File: src/rtl/pal_pkg.sv
// Shared types and helpers for the bit-palindrome datapath.
//   pal_deser_state_e : serial deserializer states
//   pal_len_w()       : width of a length field that can hold 0..width
//   pal_word_t        : {data, len, err} word at the default width
package pal_pkg;

    localparam int PAL_WIDTH_DEFAULT = 16;

    function automatic int pal_len_w(input int width);
        return $clog2(width + 1);
    endfunction

    localparam int PAL_LEN_W_DEFAULT = pal_len_w(PAL_WIDTH_DEFAULT);

    typedef enum logic {
        COLLECT = 1'b0,
        DISCARD = 1'b1
    } pal_deser_state_e;

    typedef struct packed {
        logic [PAL_WIDTH_DEFAULT-1:0] data;
        logic [PAL_LEN_W_DEFAULT-1:0] len;
        logic                         err;
    } pal_word_t;

endpackage

File: src/rtl/pal_out_reg.sv
// Valid/ready output holding register.
// A load always wins: it captures the new payload and keeps valid high, even
// when the held word is being consumed in the same cycle. Otherwise a
// handshake clears valid, and the payload is held untouched while waiting.
//   clk, rst_n   : clock, async active-low reset
//   load         : capture load_payload this cycle
//   load_payload : word to capture
//   ready        : downstream consumes the held word
//   valid        : a word is held
//   payload      : held word
module pal_out_reg #(
    parameter int W = 8
) (
    input  logic         clk,
    input  logic         rst_n,
    input  logic         load,
    input  logic [W-1:0] load_payload,
    input  logic         ready,
    output logic         valid,
    output logic [W-1:0] payload
);

    always_ff @(posedge clk or negedge rst_n) begin
        if (!rst_n) begin
            valid   <= 1'b0;
            payload <= '0;
        end else if (load) begin
            valid   <= 1'b1;
            payload <= load_payload;
        end else if (valid && ready) begin
            valid   <= 1'b0;
        end
    end

endmodule

File: src/rtl/palindrome_frame_deser.sv
// Serial-to-parallel front end for the bit-palindrome checker.
// Collects a valid/ready/last framed bitstream MSB-first into a WIDTH-bit
// word and presents it with its received length and an error tag.
//   clk, rst_n             : clock, async active-low reset
//   in_valid/in_bit/in_last: serial beat, in_last marks the frame end
//   in_ready               : beat accepted this cycle when in_valid is high
//   out_valid/out_ready    : output handshake
//   out_data               : first received bit at out_data[WIDTH-1] for full
//                            frames; short frames are right-justified
//   out_len                : bits stored, saturating at WIDTH
//   out_err                : frame was short or overlong
//
// state   | meaning
// COLLECT | shifting bits of the current frame into sreg
// DISCARD | WIDTH bits captured without last; dropping beats until last
module palindrome_frame_deser
    import pal_pkg::*;
#(
    parameter int WIDTH = PAL_WIDTH_DEFAULT,
    parameter int LEN_W = pal_len_w(WIDTH)
) (
    input  logic             clk,
    input  logic             rst_n,
    input  logic             in_valid,
    input  logic             in_bit,
    input  logic             in_last,
    output logic             in_ready,
    output logic             out_valid,
    input  logic             out_ready,
    output logic [WIDTH-1:0] out_data,
    output logic [LEN_W-1:0] out_len,
    output logic             out_err
);

    localparam logic [LEN_W-1:0] FULL_LEN = LEN_W'(WIDTH);
    localparam int PAY_W = WIDTH + LEN_W + 1;

    pal_deser_state_e state, state_next;
    logic [WIDTH-1:0] sreg, sreg_next, shifted;
    logic [LEN_W-1:0] cnt, cnt_next, cnt_inc;
    logic             accept;
    logic             load;
    logic [WIDTH-1:0] load_data;
    logic [LEN_W-1:0] load_len;
    logic             load_err;
    logic [PAY_W-1:0] payload;

    // Gate with rst_n so the block refuses beats while held in reset.
    assign in_ready = rst_n && !(out_valid && !out_ready);
    assign accept   = in_valid && in_ready;
    assign cnt_inc  = cnt + LEN_W'(1);
    // sreg is cleared between frames, so short frames come out right-justified.
    assign shifted  = {sreg[WIDTH-2:0], in_bit};

    always_ff @(posedge clk or negedge rst_n) begin
        if (!rst_n) begin
            state <= COLLECT;
        end else begin
            state <= state_next;
        end
    end

    always_comb begin
        state_next = state;
        case (state)
            COLLECT: begin
                if (accept && !in_last && cnt_inc == FULL_LEN) begin
                    state_next = DISCARD;
                end
            end
            DISCARD: begin
                if (accept && in_last) begin
                    state_next = COLLECT;
                end
            end
            default: state_next = COLLECT;
        endcase
    end

    always_comb begin
        sreg_next = sreg;
        cnt_next  = cnt;
        load      = 1'b0;
        load_data = sreg;
        load_len  = FULL_LEN;
        load_err  = 1'b1;
        case (state)
            COLLECT: begin
                if (accept) begin
                    if (in_last) begin
                        load      = 1'b1;
                        load_data = shifted;
                        load_len  = cnt_inc;
                        load_err  = (cnt_inc != FULL_LEN);
                        sreg_next = '0;
                        cnt_next  = '0;
                    end else begin
                        sreg_next = shifted;
                        // Count is irrelevant in DISCARD; park it at zero.
                        cnt_next  = (cnt_inc == FULL_LEN) ? '0 : cnt_inc;
                    end
                end
            end
            DISCARD: begin
                if (accept && in_last) begin
                    load      = 1'b1;
                    sreg_next = '0;
                    cnt_next  = '0;
                end
            end
            default: begin
                sreg_next = '0;
                cnt_next  = '0;
            end
        endcase
    end

    always_ff @(posedge clk or negedge rst_n) begin
        if (!rst_n) begin
            sreg <= '0;
            cnt  <= '0;
        end else begin
            sreg <= sreg_next;
            cnt  <= cnt_next;
        end
    end

    pal_out_reg #(
        .W (PAY_W)
    ) u_out_reg (
        .clk          (clk),
        .rst_n        (rst_n),
        .load         (load),
        .load_payload ({load_data, load_len, load_err}),
        .ready        (out_ready),
        .valid        (out_valid),
        .payload      (payload)
    );

    assign {out_data, out_len, out_err} = payload;

endmodule

File: config.mk
export PLATFORM = sky130hd
export DESIGN_NAME = palindrome_frame_deser
export DESIGN_NICKNAME = d
export VERILOG_FILES = /design/src/rtl/pal_pkg.sv /design/src/rtl/pal_out_reg.sv /design/src/rtl/palindrome_frame_deser.sv
export SDC_FILE = /design/constraint.sdc
export NUM_CORES = 1
export LEC_CHECK = 0
export CAP_MARGIN = 25
export CORE_MARGIN = 2
export CORE_UTILIZATION = 53
export CTS_BUF_LIST = sky130_fd_sc_hd__clkbuf_8
export CTS_CLUSTER_SIZE = 10
export DETAILED_ROUTE_END_ITERATION = 7
export PLACE_DENSITY = 0.85
export REMOVE_ABC_BUFFERS = 1
export SYNTH_ARGS = -nofsm -noshare
export SYNTH_HDL_FRONTEND = slang
export SYNTH_SLANG_ARGS = --single-unit
File: constraint.sdc
create_clock -name clk -period 3.3 [get_ports clk]
set_clock_uncertainty 0.1 [all_clocks]
set_input_delay 0.825 -clock clk [delete_from_list [all_inputs] [get_ports clk]]
set_output_delay 0.825 -clock clk [all_outputs]
set_load 0.05 [all_outputs]
==> impl_metrics.tcl <==
set metrics [dict create \
    drtAntennaViolNets 0 \
    final_common_cell "dfrtp_1" \
    post_cts_buffers 0 \
    gp_congestion 0.774 \
    critPathBufInv 2 \
    drive_above_1_share_pct 10.2 \
    yosys.cell_types.count 32 \
    io_pins 30 \
    setup_viol 0 \
    rows 22 \
    ys_ff_latch 45 \
    die-area_sq_um 4220 \
    ys_warn_count 0 \
    layout_common_cells "45 x dfrtp_1, 30 x nand2_1, 27 x clkdlybuf4s50_1" \
    insertion_delay_ns 0.30 \
    path_cells "clkdlybuf4s50_1 > nand2b_2 > and2_1 > buf_12" \
    cp_slowest_stage_delay_ns 0.42 \
    gr-total-overflow 0 \
    wl_per_cell_um 14.8 \
    critical-path-top-delay-family "buffers and inverters" \
    hold_viol 0 \
    grt_pass1_wl_mm 6.65 \
    max_freq_ghz 0.362 \
    synth_top_area_share_pct 57.1 \
    first_pass_iters 5 \
    cts_resized 0 \
    finalCritPeriodShare_pct 83.8 \
    cts_tree "built" \
    holdCritPathClass "reg -> reg" \
    arrival_ns 1.84 \
    path_class "in -> out" \
    syn_area_sq_um 1970 \
    synthCells 176 \
    start_kind "input pin" \
    final_util_pct 66.7 \
    drv_cap 0 \
    chipHeight_um 65.0 \
    numCtsBuffers 5 \
    yosys-top-cells-area "dfrtp_1 57%, mux2i_1 8.1%, a22o_1 8.0%" \
    die_w_um 65.0 \
    ir_worst_vdd_uv 444 \
    area_delta_synth_final_pct 22.0 \
    drc 0 \
    cts.sinks 45 \
    drt-total-wl_mm 3.76 \
    via_per_inst 5.69 \
    tightest_slew_ns 0.698 \
    initial_utilization_pct 54.6 \
    rsz0062_at_grt "false" \
    via_count 1444 \
    cts_hold_buf 0 \
    slew_violations 0 \
    fin_ws_ns 0.534 \
    powerDensity_nw_per_um2 497 \
    cpMaxStageDelayCell "clkdlybuf4s50_1" \
    cts_root_buffer "clkbuf_8" \
    synth_edf_count 0 \
    grt_max_degree 30 \
    dp_slack_ns 0.540 \
    portBuffers 29 \
    dp_hpwl_mm 2.64 \
    grt_pass1_vias 1462 \
    async_flop_share_pct 100 \
    groute.usage.overall_pct 20.8 \
    worst_ep_required_time_ns 2.37 \
    cellLeakagePower_nw 1.03 \
    slew_headroom_pct 53.1 \
    drtIter0Drc 94 \
    htreeDepth 2 \
    crit_fanout 5 \
    fin_tns_setup_ns 0 \
    nNetsFinal 213 \
    antenna_found_initial 0 \
    outcome "finished, final reports clean" \
    cp-end-kind "primary output" \
    synth_top_flop_cell "dfrtp_1" \
    coreArea_sq_um 3610 \
    postSynthAreaPerCell_sq_um 11.2 \
    synth-seq-area-share_pct 57.1 \
    cts_buffer_depth 2 \
    total_power_mw 1.19 \
    clkTransAtPathRegs_ns 0.08 \
    finalCriticalPeriod_ns 2.77 \
    yosys.area.top_type "dfrtp_1" \
    num_antenna_cells 0 \
]
-- layer usage --
layer  up-vias  GRT usage [%]  routed length [um]
li1        683              -                   -
met1       722           24.7                1670
met2        36           35.2                1860
met3         3           6.77                 181
met4         0           7.98                  48
met5         -              0                   0
-- registers in the layout, indices dropped and copies added (netlist names) --
signal and cells:
u_out_reg.payload 22, sreg 16, cnt 5, state 1
u_out_reg.valid 1
-- power by group --
group | internal, mW | switching, mW | total [mW]
Combinational | 0.0823 | 0.152 | 0.234
Clock | 0.165 | 0.176 | 0.341
Sequential | 0.586 | 0.0325 | 0.619
-- synthesized netlist by cell type (all sizes together), types with 2 or more instances --
cell type / number
o21ai: 20
mux2i: 16
nor4: 2
nand3: 3
and2: 2
nor2b: 2
clkbuf: 4
nor2: 4
a22o: 18
nand2: 30
buf: 9
a21oi: 3
o31ai: 2
nand2b: 2
xnor2: 2
dfrtp: 45
-- cells by family (layout without fill, tap and decap cells) --
logic type                 after synthesis  in the layout  synth area share (%)
and+or+nand+nor                         49             49                  12.4
AOI/OAI and AO/OA                       48             48                  16.8
DFF                                     45             45                  57.1
muxes                                   17             17                  8.70
buffers and inverters                   14             44                  3.49
xor gates and xnor gates                 2              2                 0.889
adders and majority gates                1              1                 0.635
-- metrics by stage --
step           instances  hold WS (ns)  instance area (sq um)
2_1_floorplan        163         0.373                   1910
4_1_cts              254         0.393                   2400
5_1_grt              254         0.425                   2400
3_5_place_dp         247         0.374                   2310
3_3_place_gp         247         0.360                   2310
6_report             254         0.390                   2400
-- cell type report --
class	count	area [sq um]
multi-input cells	117	776
well taps	48	60.1
repair buffers	36	348
flip-flops and latches	45	1130
inverters	1	3.75
clock inverters	1	7.51
clock buffers	6	82.6
fillers	269	1200
-- tightest hold or removal path, stage by stage, from the launching register on --
cell and delay [ns]:
dfrtp_1 0.35, nand2_1 0.05, o21ai_0 0.06
-- path summary, 6_finish.rpt --
kind                            depth (start not counted)  slack, ns                              start                                 to
worst max-delay path                                    4       0.53                          out_ready                           in_ready
worst min-delay path                                    2       0.39  u_out_reg.payload[17]$_DFFE_PN0P_  u_out_reg.payload[17]$_DFFE_PN0P_
worst max register to register                          4       1.53        u_out_reg.valid$_DFFE_PN0P_                sreg[7]$_DFFE_PN0P_
worst min register to register                          2       0.39  u_out_reg.payload[17]$_DFFE_PN0P_  u_out_reg.payload[17]$_DFFE_PN0P_
max in group asynchronous                               2       2.37                              rst_n  u_out_reg.payload[14]$_DFFE_PN0P_
min in group asynchronous                               2       0.42                              rst_n   u_out_reg.payload[2]$_DFFE_PN0P_
Power figures use the tool's default switching activity.
